## config.mk

```make
export PLATFORM = sky130hd
export DESIGN_NAME = uart_rx_queue
export DESIGN_NICKNAME = d
export VERILOG_FILES = /design/src/rtl/spart_pkg.sv /design/src/rtl/rxq_mem.sv /design/src/rtl/uart_rx_queue.sv
export SDC_FILE = /design/constraint.sdc
export NUM_CORES = 1
export LEC_CHECK = 0
export BUFFER_PORTS_ARGS = -buffer_cell sky130_fd_sc_hd__buf_2
export CAP_MARGIN = 5
export CORE_MARGIN = 1.5
export CORE_UTILIZATION = 30
export CTS_CLUSTER_DIAMETER = 100
export DETAILED_ROUTE_END_ITERATION = 10
export PLACE_DENSITY = 0.49
export RECOVER_POWER = 25
export SLEW_MARGIN = 10
export SYNTH_ARGS = -nofsm -noshare
export SYNTH_HDL_FRONTEND = slang
export SYNTH_SLANG_ARGS = --single-unit
```

## constraint.sdc

```tcl
create_clock -name clk -period 3.1 [get_ports clk]
set_input_delay 0.31 -clock clk [delete_from_list [all_inputs] [get_ports clk]]
set_output_delay 0.31 -clock clk [all_outputs]
set_load 0.005 [all_outputs]
```

## src/rtl/spart_pkg.sv

```systemverilog
// ---------------------------------------------------------------------------
// spart_pkg -- shared definitions for the UART receive queue.
//
// Contents:
//   rxq_state_t          queue occupancy/staleness FSM state encoding
//   RXQ_DEPTH_DEFAULT    default number of byte entries
//   RXQ_TIMEOUT_DEFAULT  default idle clk cycles before a non-empty queue
//                        is flagged stale
// ---------------------------------------------------------------------------
package spart_pkg;

  localparam int unsigned RXQ_DEPTH_DEFAULT   = 8;
  localparam logic [15:0] RXQ_TIMEOUT_DEFAULT = 16'd4000;

  typedef enum logic [1:0] {
    RXQ_EMPTY  = 2'd0,
    RXQ_ACTIVE = 2'd1,
    RXQ_STALE  = 2'd2
  } rxq_state_t;

endpackage : spart_pkg

```

## src/rtl/rxq_mem.sv

```systemverilog
// ---------------------------------------------------------------------------
// rxq_mem -- DEPTH x 8 byte storage for the UART receive queue.
//
// One synchronous write port, one asynchronous (combinational) read port.
// Contents are not reset; the owning queue tracks validity via its pointers.
//
// Ports:
//   clk_i    clock, writes on posedge
//   we_i     write enable
//   waddr_i  write address
//   wdata_i  write data
//   raddr_i  read address
//   rdata_o  read data, combinational from raddr_i
// ---------------------------------------------------------------------------
module rxq_mem #(
  parameter int unsigned DEPTH = 8,
  parameter int unsigned AW    = $clog2(DEPTH)
) (
  input  logic          clk_i,
  input  logic          we_i,
  input  logic [AW-1:0] waddr_i,
  input  logic [7:0]    wdata_i,
  input  logic [AW-1:0] raddr_i,
  output logic [7:0]    rdata_o
);

  logic [7:0] mem_q [DEPTH];

  always_ff @(posedge clk_i) begin
    if (we_i) begin
      mem_q[waddr_i] <= wdata_i;
    end
  end

  assign rdata_o = mem_q[raddr_i];

endmodule : rxq_mem

```

## src/rtl/uart_rx_queue.sv

```systemverilog
// ---------------------------------------------------------------------------
// uart_rx_queue -- byte queue between a UART receiver and a bus reader, with
// a fill-level / staleness interrupt and an optional sticky overrun flag.
//
// Build option: define UART_RXQ_OVERRUN_EN to enable the sticky overrun flag.
// Without it, overrun is tied to 0, ovr_clr is ignored, and bytes arriving
// while full are still dropped silently.
//
// Parameters:
//   DEPTH    number of byte entries (power of two, >= 2)
//   TIMEOUT  idle clk cycles before a non-empty queue is flagged stale
//
// Ports:
//   clk        clock, all state updates on posedge
//   rst_n      asynchronous active-low reset
//   rx_data    byte from upstream receiver
//   rx_rdy     one-cycle strobe qualifying rx_data
//   rd_en      pop request
//   watermark  irq fill threshold (0 disables the threshold term)
//   ovr_clr    clears sticky overrun
//   rd_data    head entry, show-ahead (undefined while empty)
//   count      current occupancy
//   empty      count == 0
//   full       count == DEPTH
//   irq        registered service request
//   overrun    sticky byte-lost flag
//
// Transfer rules: a push happens in any cycle with rx_rdy=1 and either room
// in the queue or a pop in the same cycle; there is no backpressure, so a
// byte offered while full with no pop is lost. A pop happens in any cycle
// with rd_en=1 and empty=0; rd_data already shows the byte being popped.
// ---------------------------------------------------------------------------
module uart_rx_queue
  import spart_pkg::*;
#(
  parameter int unsigned DEPTH   = RXQ_DEPTH_DEFAULT,
  parameter logic [15:0] TIMEOUT = RXQ_TIMEOUT_DEFAULT
) (
  input  logic                     clk,
  input  logic                     rst_n,
  input  logic [7:0]               rx_data,
  input  logic                     rx_rdy,
  input  logic                     rd_en,
  input  logic [$clog2(DEPTH):0]   watermark,
  input  logic                     ovr_clr,
  output logic [7:0]               rd_data,
  output logic [$clog2(DEPTH):0]   count,
  output logic                     empty,
  output logic                     full,
  output logic                     irq,
  output logic                     overrun
);

  localparam int unsigned AW = $clog2(DEPTH);
  localparam int unsigned CW = AW + 1;

  logic [AW-1:0] wr_ptr_q, wr_ptr_d;
  logic [AW-1:0] rd_ptr_q, rd_ptr_d;
  logic [CW-1:0] count_q,  count_d;
  logic [15:0]   idle_q,   idle_d;
  rxq_state_t    state_q,  state_d;
  logic          irq_q,    irq_d;

  logic empty_w;
  logic full_w;
  logic do_pop;
  logic do_wr;

  // ---------------------------------------------------------------------
  // Pointer / occupancy datapath
  // ---------------------------------------------------------------------
  assign empty_w = (count_q == '0);
  assign full_w  = (count_q == CW'(DEPTH));

  // A pop while full frees the slot the same-cycle write lands in, so the
  // write is accepted; a pop while empty is ignored, so rx_rdy+rd_en on an
  // empty queue is a plain write.
  assign do_pop = rd_en & ~empty_w;
  assign do_wr  = rx_rdy & (~full_w | do_pop);

  always_comb begin
    wr_ptr_d = wr_ptr_q;
    rd_ptr_d = rd_ptr_q;
    count_d  = count_q;
    if (do_wr) begin
      wr_ptr_d = wr_ptr_q + AW'(1);
    end
    if (do_pop) begin
      rd_ptr_d = rd_ptr_q + AW'(1);
    end
    case ({do_wr, do_pop})
      2'b10:   count_d = count_q + CW'(1);
      2'b01:   count_d = count_q - CW'(1);
      default: count_d = count_q;
    endcase
  end

  // ---------------------------------------------------------------------
  // Staleness FSM and idle counter
  // ---------------------------------------------------------------------
  always_comb begin
    state_d = state_q;
    idle_d  = idle_q;

    case (state_q)
      RXQ_EMPTY: begin
        if (do_wr) begin
          state_d = RXQ_ACTIVE;
        end
      end
      RXQ_ACTIVE: begin
        if (count_d == '0) begin
          state_d = RXQ_EMPTY;
        end else if (!(do_wr || do_pop) && (idle_q == TIMEOUT - 16'd1)) begin
          // Traffic in the same cycle restarts the idle window instead.
          state_d = RXQ_STALE;
        end
      end
      RXQ_STALE: begin
        if (count_d == '0) begin
          state_d = RXQ_EMPTY;
        end else if (do_wr || do_pop) begin
          state_d = RXQ_ACTIVE;
        end
      end
      default: begin
        state_d = RXQ_EMPTY;
      end
    endcase

    // Saturate rather than wrap so a long idle stretch cannot alias back
    // onto the compare value.
    if (do_wr || do_pop) begin
      idle_d = 16'd0;
    end else if ((state_q == RXQ_ACTIVE) && (idle_q != 16'hFFFF)) begin
      idle_d = idle_q + 16'd1;
    end

    // Built from next-state values so irq lines up one cycle after its cause.
    irq_d = ((watermark != '0) && (count_d >= watermark)) ||
            (state_d == RXQ_STALE);
  end

  always_ff @(posedge clk or negedge rst_n) begin
    if (!rst_n) begin
      wr_ptr_q <= '0;
      rd_ptr_q <= '0;
      count_q  <= '0;
      idle_q   <= 16'd0;
      state_q  <= RXQ_EMPTY;
      irq_q    <= 1'b0;
    end else begin
      wr_ptr_q <= wr_ptr_d;
      rd_ptr_q <= rd_ptr_d;
      count_q  <= count_d;
      idle_q   <= idle_d;
      state_q  <= state_d;
      irq_q    <= irq_d;
    end
  end

  // ---------------------------------------------------------------------
  // Sticky overrun flag
  // ---------------------------------------------------------------------
`ifdef UART_RXQ_OVERRUN_EN
  logic ovr_q, ovr_d;
  logic drop;

  assign drop = rx_rdy & full_w & ~do_pop;

  always_comb begin
    ovr_d = ovr_q;
    if (drop) begin
      ovr_d = 1'b1;           // a new loss beats a same-cycle clear
    end else if (ovr_clr) begin
      ovr_d = 1'b0;
    end
  end

  always_ff @(posedge clk or negedge rst_n) begin
    if (!rst_n) begin
      ovr_q <= 1'b0;
    end else begin
      ovr_q <= ovr_d;
    end
  end

  assign overrun = ovr_q;
`else
  logic unused_ovr_clr;
  assign unused_ovr_clr = ovr_clr;
  assign overrun        = 1'b0;
`endif

  // ---------------------------------------------------------------------
  // Storage
  // ---------------------------------------------------------------------
  rxq_mem #(
    .DEPTH (DEPTH),
    .AW    (AW)
  ) u_mem (
    .clk_i   (clk),
    .we_i    (do_wr),
    .waddr_i (wr_ptr_q),
    .wdata_i (rx_data),
    .raddr_i (rd_ptr_q),
    .rdata_o (rd_data)
  );

  assign count = count_q;
  assign empty = empty_w;
  assign full  = full_w;
  assign irq   = irq_q;

endmodule : uart_rx_queue
```

==> reports/qor.txt, run 1 <==
RSZ-0062 raised after global routing: false
WHS: -0.000456 ns
fin nets: 348
post-cts resize count: 0
Reg area: 2650 µm²
Post-Place Worst Slack: 0.387 ns
Worst Reg-to-Reg Cells: 11
Final ANT Viol Nets: 0
Util after Layout: 36.4%
TritonCTS buffer count: 9
PD cells: 841 nW/µm²
Max Cap Violations: 0
global-route wire length before repair: 12.4 mm
Yosys warning total: 0
antenna violations before repair: 0
DRT iter0 DRCs: 184
Final Cycle Share: 87.9%
Cells after Synth: 275
Seq/Total Area, Yosys: 64.0%
n_diodes: 0
vias per cell: 4.71
crit start category: flop
Slew Viols, Final: 0
clk_lat worst skew: 0.34 ns
run status: finished, violations left
Die ar.: 14500 µm²
Horiz. Die Dim: 120 µm
Num Clock Sinks: 93
vias in the first global route: 2400
row cnt: 42
CTS tree: built
# setup viols final: 0
r2r setup slk: 0.37 ns
Tmin final: 2.73 ns
Worst-Margin Slew: 0.835 ns
all-layer global routing usage: 11.3%
violated checks: hold timing
Layout area overhead: 17.3%
DR vias: 2358
Hold WC Path Type: in2async
max frequency: 0.367 GHz
Max stage delay on crit path: 0.48 ns
kind of critical path: reg2reg
Cell Chain, Critical Path: nor3_1 > nand2_1 > o21ai_1 > ha_1 > xnor2_1 > ha_1 > nand2b_1 > a21o_1 > a21o_1 > a21oi_1 > o22ai_1
Clk pin slew, worst setup/hold paths: 0.06 ns
final wirelength: 7.62 mm
Distinct cells, synth: 46
Clock Skew: 0.00648 ns
syn avg cell area: 15.0 µm²
Final Hold Viols: 1
core area: 13300 µm²
Multi-input gate area: 1410 µm²
Setup Fix Bufs, Post-CTS: 0
Die Y: 120 µm
worst relative slew slack: 44.3%
Arrival @ worst endpoint: 2.93 ns
layout cell share with drive strength beyond 1: 25.2%
setup ws final: 0.374 ns
CP Capture Type: flop
worst-path fanout max: 7
IO Count: 33
total grt overflow: 0
clock root cell: clkbuf_16
Hold Buf Count CTS: 0
CTS Buffer Depth: 2
gp weighted congestion: 0.754
total negative slack: 0 ns
Worst IR Drop VDD: 470 µV
TritonRoute pass-1 iters: 4
starting density of the core: 31.0%
RR Startpoint: count[1]$_DFF_PN0_
IO buf count: 30
largest net degree at the start of global routing: 30
Leak: 1.81 nW
Filler cells: 1295
Mapped Area: 4140 µm²
H-tree depth: 3
wire per inst: 15.2 µm
Synth Register Bits: 93
RR Endpoint: irq$_DFF_PN0_
HPWL Detailed: 4.92 mm
syn nets: 303
Critical Path RT: 3.30 ns
Remaining DRCs: 0
CP max-delay cell: dfrtp_1
worst max-delay path, delay by kind of cell, from the launching register on:
kind | cells | cell delay (ns)
AO/OA/AOI/OAI | 5 | 0.76
adder cells (fa/ha/maj) | 2 | 0.61
AND/OR/NAND/NOR | 3 | 0.51
flip-flops | 1 | 0.48
XOR/XNOR | 1 | 0.24
how the worst max path moves through the flow:
| stage | cells after the start | slack [ns] | to | from |
|---|---|---|---|---|
| after floorplan | 13 | 0.13 | irq$_DFF_PN0_ | count[0]$_DFF_PN0_ |
| final | 11 | 0.37 | irq$_DFF_PN0_ | count[1]$_DFF_PN0_ |
| after detailed placement | 10 | 0.39 | state_q[0]$_DFF_PN0_ | count[2]$_DFF_PN0_ |
| after global placement | 11 | 0.39 | irq$_DFF_PN0_ | count[1]$_DFF_PN0_ |
| after global routing | 11 | 0.1 | irq$_DFF_PN0_ | count[1]$_DFF_PN0_ |
| after CTS | 11 | 0.36 | irq$_DFF_PN0_ | count[1]$_DFF_PN0_ |
cell families after synthesis:
kind of cell,count (synthesis),synth area share (%)
DFF,93,64.0
and+or+nand+nor,86,10.7
muxes,28,11.9
xor gates and xnor gates,20,4.23
buffers and inverters,19,2.06
AOI/OAI and AO/OA,17,3.48
adders and majority gates,11,3.51
other,1,0.0906
Yosys cell counts, drive strengths merged:
cell type	n	area, µm²
edfxtp	64	1920
dfrtp	29	726
nor2	21	78.8
mux4	16	360
nand2	16	60.1
xnor2	14	123
mux2	11	124
ha	10	125
nor3	10	50.1
inv	9	33.8
nand3	9	50.1
xor2	6	52.6
a21oi	5	25.0
and2	5	31.3
buf	5	32.5
clkbuf	5	18.8
nor4	5	31.3
nand2b	4	25.0
nand4	4	25.0
nand3b	3	22.5
a21o	2	15.0
and4	2	17.5
o21ai	2	10.0
a2111o	1	11.3
a211o	1	8.76
and3	1	6.26
and3b	1	8.76
conb	1	3.75
fa	1	20.0
mux2i	1	10.0
nor2b	1	6.26
o211a	1	10.0
o211ai	1	12.5
o21a	1	7.51
o21ba	1	10.0
o22ai	1	6.26
o41ai	1	27.5
or2	1	6.26
or3	1	6.26
or4	1	7.51
or4b	1	10.0
cell type report:
type                            count  share of cell area (%)
Multi-Input combinational cell    163                    29.1
Tap cell                          176                    4.54
Sequential cell                    93                    54.5
Clock inverter                      7                    1.47
Inverter                            9                   0.696
Timing Repair Buffer               44                    5.05
Clock buffer                        9                    4.64
power by group:
part           internal, mW  total [mW]  switching (mW)
logic                 0.669        1.23           0.558
clock network         0.626        1.09           0.460
registers              1.55        1.77           0.222
total                  2.84        4.08            1.24
state kept, by name, summed over array words and instances, names as in the netlist:
signal / cells
idle_q: 16
u_mem.mem_q: 64
count: 4
rd_ptr_q: 3
irq: 1
state_q: 2
wr_ptr_q: 3
placed cells by master (no fill, tap or decap), types with 6 or more instances in the layout:
master and count:
buf_2 22, buf_4 14, clkbuf_1 8, clkbuf_16 9
dfrtp_1 29, edfxtp_1 64, ha_1 10, inv_1 8
mux2_2 11, mux4_2 16, nand2_1 16, nand3_1 8
nor2_1 21, nor3_1 10, xnor2_1 14, xor2_1 6
metrics by stage:
stage                     hold WS (ns)  total power, mW  cells  instance area [µm²]
after floorplan                 0.0144             2.62    275                 4140
after global placement           0.391             3.04    485                 4570
after detailed placement         0.387             3.06    485                 4570
after CTS                       0.0266             4.16    501                 4860
after global routing            0.0627             4.34    501                 4850
final                        -0.000456             4.08    501                 4850
metal layers:
| layer | GRT usage (%) | share of wire (%) |
|---|---|---|
| met3 | 3.16 | 3.4 |
| met4 | 3.09 | 1.3 |
| met5 | 0 | 0 |
| met1 | 14.5 | 46 |
| met2 | 18.8 | 49 |
Note: power is estimated with default switching activity, not from simulation.
==> run 2: changes to the inputs <==
--- a/config.mk
+++ b/config.mk
@@ -11,7 +11,7 @@
 export CORE_UTILIZATION = 30
 export CTS_CLUSTER_DIAMETER = 100
 export DETAILED_ROUTE_END_ITERATION = 10
-export PLACE_DENSITY = 0.49
+export PLACE_DENSITY_LB_ADDON = 0.08
 export RECOVER_POWER = 25
 export SLEW_MARGIN = 10
 export SYNTH_ARGS = -nofsm -noshare
==> run 2 against run 1 <==
  * The run now ends clean
  * Power shrank 2.2%
  * Wire length grew 7.3%
  * Register-to-register slack got worse by 0.06 ns
  * Critical path type unchanged
  * Largest cell class unchanged
==> reports/qor.txt, run 2 (synthesized netlist as in run 1, its figures left out) <==
largest net degree at the start of global routing: 30 (unchanged)
starting density of the core: 31.0% (unchanged)
Setup Fix Bufs, Post-CTS: 0 (unchanged)
Layout area overhead: 16.4% (was 17.3%)
RR Startpoint: count[1]$_DFF_PN0_ (unchanged)
CP max-delay cell: dfrtp_1 (unchanged)
IO Count: 33 (unchanged)
antenna violations before repair: 0 (unchanged)
RR Endpoint: irq$_DFF_PN0_ (unchanged)
H-tree depth: 3 (unchanged)
kind of critical path: reg2reg (unchanged)
most frequent cells in the layout: edfxtp_1 (64), dfrtp_1 (29), buf_2 (22), nor2_1 (21) (unchanged)
wire per inst: 16.4 µm (was 15.2 µm)
global-route wire length before repair: 13.3 mm (was 12.4 mm)
TritonCTS buffer count: 9 (unchanged)
total grt overflow: 0 (unchanged)
Final ANT Viol Nets: 0 (unchanged)
worst-path fanout max: 7 (unchanged)
row cnt: 42 (unchanged)
CTS Buffer Depth: 2 (unchanged)
Slew Viols, Final: 0 (unchanged)
CP Capture Type: flop (unchanged)
r2r setup slk: 0.31 ns (was 0.37 ns)
n_diodes: 0 (unchanged)
Design Power: 3.99 mW (was 4.08 mW)
crit start category: flop (unchanged)
HPWL Detailed: 5.26 mm (was 4.92 mm)
Cell Chain, Critical Path: nor3_1 > nand2_1 > o21ai_1 > ha_1 > xnor2_1 > ha_1 > nand2b_1 > a21o_1 > a21o_1 > a21oi_1 > o22ai_1 (unchanged)
vias per cell: 4.65 (was 4.71)
WHS: 0.00427 ns (was -0.000456 ns)
Clk pin slew, worst setup/hold paths: 0.06 ns (about the same)
run status: finished clean (was finished, violations left)
layout cell share with drive strength beyond 1: 25.0% (was 25.2%)
Arrival @ worst endpoint: 3.00 ns (was 2.93 ns)
Hold Buf Count CTS: 0 (unchanged)
DRT iter0 DRCs: 152 (was 184)
all-layer global routing usage: 12.6% (was 11.3%)
gp weighted congestion: 0.695 (was 0.754)
final wirelength: 8.18 mm (was 7.62 mm)
Tmin final: 2.79 ns (was 2.73 ns)
clock root cell: clkbuf_16 (unchanged)
Worst IR Drop VDD: 335 µV (was 470 µV)
Clock Skew: 0.00589 ns (was 0.00648 ns)
Num Clock Sinks: 93 (unchanged)
Remaining DRCs: 0 (unchanged)
CTS tree: built (unchanged)
Worst-Margin Slew: 1.00 ns (was 0.835 ns)
Final Hold Viols: 0 (was 1)
TritonRoute pass-1 iters: 4 (unchanged)
Horiz. Die Dim: 120 µm (unchanged)
clk_lat worst skew: 0.34 ns (about the same)
Filler cells: 1329 (was 1295)
Hold WC Path Type: in2async (unchanged)
Max Cap Violations: 0 (unchanged)
Max stage delay on crit path: 0.49 ns (was 0.48 ns)
Multi-input gate area: 1410 µm² (unchanged)
Die ar.: 14500 µm² (unchanged)
max frequency: 0.359 GHz (was 0.367 GHz)
DR vias: 2327 (was 2358)
vias in the first global route: 2460 (was 2400)
Leak: 1.79 nW (was 1.81 nW)
commonest non-fill, non-tap cell in the layout: edfxtp_1 (unchanged)
Final Cycle Share: 89.9% (was 87.9%)
post-cts resize count: 0 (unchanged)
IO buf count: 30 (unchanged)
worst relative slew slack: 33.0% (was 44.3%)
Reg area: 2650 µm² (unchanged)
PD cells: 829 nW/µm² (was 841 nW/µm²)
fin nets: 347 (was 348)
# setup viols final: 0 (unchanged)
Top reg by flops: u_mem.mem_q (unchanged)
max FFs per register: 64 (unchanged)
core area: 13300 µm² (unchanged)
RSZ-0062 raised after global routing: false (unchanged)
Critical Path RT: 3.31 ns (was 3.30 ns)
Die Y: 120 µm (unchanged)
total negative slack: 0 ns (unchanged)
Worst Reg-to-Reg Cells: 11 (unchanged)
[run 2: cell count changes in the layout (fill, tap and decap cells not counted)]
cell / before / now
buf_4: 14 / 13
bufinv_16: 1 / 0
clkbuf_1: 8 / 9
clkinv_1: 2 / 1
clkinv_2: 0 / 2
inv_6: 2 / 1
[run 2: area by class of cell]
class | instances | share of cell area [%]
sequential | 93 | 54.9
multi-input combinational | 163 | 29.3
timing repair buffer | 43 | 4.93
clock buffer | 10 | 4.75
tap | 176 | 4.57
clock inverter | 6 | 0.805
inverter | 9 | 0.701
[run 2: power by group]
group	total [mW]	switching, mW	internal [mW]
sequential	1.73	0.177	1.55
clock	0.994	0.452	0.542
combinational	1.27	0.606	0.669
total	3.99	1.23	2.76
[run 2: per-layer routing]
metal / GRT usage [%] / share of wire, % / vias to the layer above
met2: 20.2 / 48 / 47
met1: 16.2 / 46 / 1153
li1: - / - / 1116
met3: 4.15 / 4.2 / 11
met5: 0 / 0 / -
met4: 3.97 / 1.4 / 0
[run 2: worst max-delay path, delay by kind of cell, from the launching register on]
family / cells / cell delay [ns]
compound gates: 5 / 0.79
xor+xnor: 1 / 0.25
fa+ha+maj: 2 / 0.57
flops: 1 / 0.49
simple gates: 3 / 0.55
[run 2: through the flow]
step	area, µm²	setup WS, ns	util (%)	cells
floorplan	4140	0.130	-	275
global placement	4560	0.289	34.2	484
detailed placement	4560	0.268	34.2	484
CTS	4830	0.240	36.2	500
global route	4820	0.0928	36.1	500
finish	4820	0.313	36.1	500
[run 2: how the worst max path moves through the flow]
| stage | slack, ns | end | cells past startpoint | start |
|---|---|---|---|---|
| floorplan | 0.13 | irq$_DFF_PN0_ | 13 | count[0]$_DFF_PN0_ |
| global placement | 0.29 | irq$_DFF_PN0_ | 11 | count[1]$_DFF_PN0_ |
| detailed placement | 0.27 | irq$_DFF_PN0_ | 11 | count[1]$_DFF_PN0_ |
| CTS | 0.24 | irq$_DFF_PN0_ | 11 | count[1]$_DFF_PN0_ |
| global route | 0.09 | irq$_DFF_PN0_ | 10 | count[3]$_DFF_PN0_ |
| finish | 0.31 | irq$_DFF_PN0_ | 11 | count[1]$_DFF_PN0_ |
==> run 3: changes to the inputs <==
--- a/config.mk
+++ b/config.mk
@@ -8,7 +8,7 @@
 export BUFFER_PORTS_ARGS = -buffer_cell sky130_fd_sc_hd__buf_2
 export CAP_MARGIN = 5
 export CORE_MARGIN = 1.5
-export CORE_UTILIZATION = 30
+export CORE_UTILIZATION = 50
 export CTS_CLUSTER_DIAMETER = 100
 export DETAILED_ROUTE_END_ITERATION = 10
 export PLACE_DENSITY_LB_ADDON = 0.08
==> run 3 against run 2 <==
  * Wire length down 13%
  * Flip-flop and latch count unchanged
  * Die area down 39%
  * Clock power down 18%
  * Critical path depth down 2
  * Sequential share of layout area up 1.9 points
  * Worst setup slack worse by 0.031 ns
  * Hold slack better by 0.23 ns
  * Clock skew up 0.0073 ns
  * Sequential power up 3%
  * Highest routed layer unchanged
==> reports/qor.txt, run 3 (synthesized netlist as in run 1, its figures left out) <==
RSZ-0062 raised after global routing: false (unchanged)
CTS Buffer Depth: 2 (unchanged)
wire per inst: 16.7 µm (was 16.4 µm)
Tmin final: 2.82 ns (was 2.79 ns)
Clock Skew: 0.0132 ns (was 0.00589 ns)
kind of critical path: reg2reg (unchanged)
fin nets: 347 (unchanged)
max frequency: 0.355 GHz (was 0.359 GHz)
DR vias: 2280 (was 2327)
global-route wire length before repair: 11.8 mm (was 13.3 mm)
post-placement cell count: 409 (was 484)
worst relative slew slack: 45.7% (was 33.0%)
run status: finished clean (unchanged)
sw power: 1.20 mW (was 1.23 mW)
Horiz. Die Dim: 94.0 µm (was 120 µm)
Logic pwr share: 31.5% (was 31.9%)
total grt overflow: 0 (unchanged)
Final Hold Viols: 0 (unchanged)
CTS tree: built (unchanged)
clk_lat worst skew: 0.36 ns (was 0.34 ns)
starting density of the core: 52.5% (was 31.0%)
Worst-Margin Slew: 0.814 ns (was 1.00 ns)
Filler cells: 635 (was 1329)
TritonRoute pass-1 iters: 4 (unchanged)
max FFs per register: 64 (unchanged)
IO Count: 33 (unchanged)
IO buf count: 30 (unchanged)
layout cell share with drive strength beyond 1: 25.3% (was 25.0%)
Final Cycle Share: 90.9% (was 89.9%)
share of power burned in registers: 47.0% (was 43.2%)
commonest non-fill, non-tap cell in the layout: edfxtp_1 (unchanged)
dpl cell area: 4460 µm² (was 4560 µm²)
final cell count without fillers: 426 (was 500)
largest net degree at the start of global routing: 30 (unchanged)
r2r setup slk: 0.28 ns (was 0.31 ns)
post-cts resize count: 0 (unchanged)
CP Capture Type: flop (unchanged)
final wirelength: 7.13 mm (was 8.18 mm)
crit start category: flop (unchanged)
TritonCTS buffer count: 9 (unchanged)
core area: 7890 µm² (was 13300 µm²)
Multi-input gate area: 1410 µm² (unchanged)
n_diodes: 0 (unchanged)
most frequent cells in the layout: edfxtp_1 (64), dfrtp_1 (29), buf_2 (23), nor2_1 (21) (was edfxtp_1 (64), dfrtp_1 (29), buf_2 (22), nor2_1 (21))
gp weighted congestion: 0.781 (was 0.695)
Max Cap Violations: 0 (unchanged)
Arrival @ worst endpoint: 3.06 ns (was 3.00 ns)
post-route cell area: 4660 µm² (was 4820 µm²)
PD cells: 811 nW/µm² (was 829 nW/µm²)
Final ANT Viol Nets: 0 (unchanged)
Top reg by flops: u_mem.mem_q (unchanged)
vias in the first global route: 2348 (was 2460)
Clk pin slew, worst setup/hold paths: 0.09 ns (was 0.06 ns)
# setup viols final: 0 (unchanged)
Layout area overhead: 12.6% (was 16.4%)
Num Clock Sinks: 93 (unchanged)
switching power share of the total: 31.6% (was 30.9%)
Design Power: 3.78 mW (was 3.99 mW)
Leak: 1.76 nW (was 1.79 nW)
HPWL Detailed: 4.81 mm (was 5.26 mm)
Die Y: 94.0 µm (was 120 µm)
row cnt: 32 (was 42)
Clock power frac: 21.5% (was 24.9%)
all-layer global routing usage: 18.4% (was 12.6%)
DRT iter0 DRCs: 98 (was 152)
vias per cell: 5.35 (was 4.65)
antenna violations before repair: 0 (unchanged)
Setup Fix Bufs, Post-CTS: 0 (unchanged)
total negative slack: 0 ns (unchanged)
Die ar.: 8830 µm² (was 14500 µm²)
worst-path fanout max: 8 (was 7)
Internal Dissipation: 2.58 mW (was 2.76 mW)
H-tree depth: 3 (unchanged)
Reg area: 2650 µm² (unchanged)
Remaining DRCs: 0 (unchanged)
Hold WC Path Type: in2reg (was in2async)
Worst IR Drop VDD: 447 µV (was 335 µV)
clock root cell: clkbuf_8 (was clkbuf_16)
Slew Viols, Final: 0 (unchanged)
Critical Path RT: 3.34 ns (was 3.31 ns)
run 3: area by class of cell:
| type | count | share of cell area (%) |
|---|---|---|
| tap | 102 | 2.74 |
| sequential | 93 | 56.8 |
| clock inverter | 6 | 1.48 |
| clock buffer | 10 | 2.74 |
| multi-input combinational | 163 | 30.3 |
| inverter | 9 | 0.725 |
| timing repair buffer | 43 | 5.18 |
run 3: final timing paths:
check | depth (start not counted) | startpoint | end
worst max-delay path | 9 | count[3]$_DFF_PN0_ | state_q[0]$_DFF_PN0_
worst min-delay path | 1 | rx_data[4] | u_mem.mem_q[5][4]$_DFFE_PP_
worst max register to register | 9 | count[3]$_DFF_PN0_ | state_q[0]$_DFF_PN0_
worst min register to register | 1 | rd_ptr_q[0]$_DFFE_PN0N_ | rd_ptr_q[0]$_DFFE_PN0N_
max in group asynchronous | 2 | rst_n | idle_q[2]$_DFFE_PN0P_
min in group asynchronous | 2 | rst_n | count[0]$_DFF_PN0_
run 3: stage by stage:
stage          setup slack [ns]  hold slack [ns]  util (%)
3_3_place_gp              0.332            0.381      56.6
6_report                  0.282            0.233      59.1
5_1_grt                  0.0634            0.233      59.1
3_5_place_dp              0.256            0.383      56.6
4_1_cts                   0.244            0.193      59.2
2_1_floorplan             0.130           0.0144         -
run 3: power by group through the flow:
stage	Combinational [mW]	Clock [mW]	Sequential, mW
final	1.19	0.812	1.78
after global routing	1.34	0.880	1.81
after floorplan	0.946	0	1.67
after CTS	1.22	0.829	1.78
after global placement	1.18	0	1.79
after detailed placement	1.21	0	1.81
run 3: timing repair:
| action | CTS | global route |
|---|---|---|
| hold buffers | 1 | 0 |
| setup endpoints to repair | 0 | 0 |
| hold endpoints to repair | 29 | 0 |
run 3: critical path, stage by stage (launching register included):
cell      delay [ns]
dfrtp_1         0.50
o41ai_4         0.39
buf_4           0.21
ha_1            0.29
inv_1           0.08
or4_1           0.52
nor4_1          0.31
nand2b_1        0.16
a21oi_1         0.05
or2_1           0.19
run 3: per-layer routing:
metal,share of wire [%],vias to the layer above,GRT usage [%]
li1,-,1116,-
met4,1.1,0,7.09
met1,45,1121,23.4
met3,3.5,7,4.13
met5,0,-,0
met2,50,36,31.0
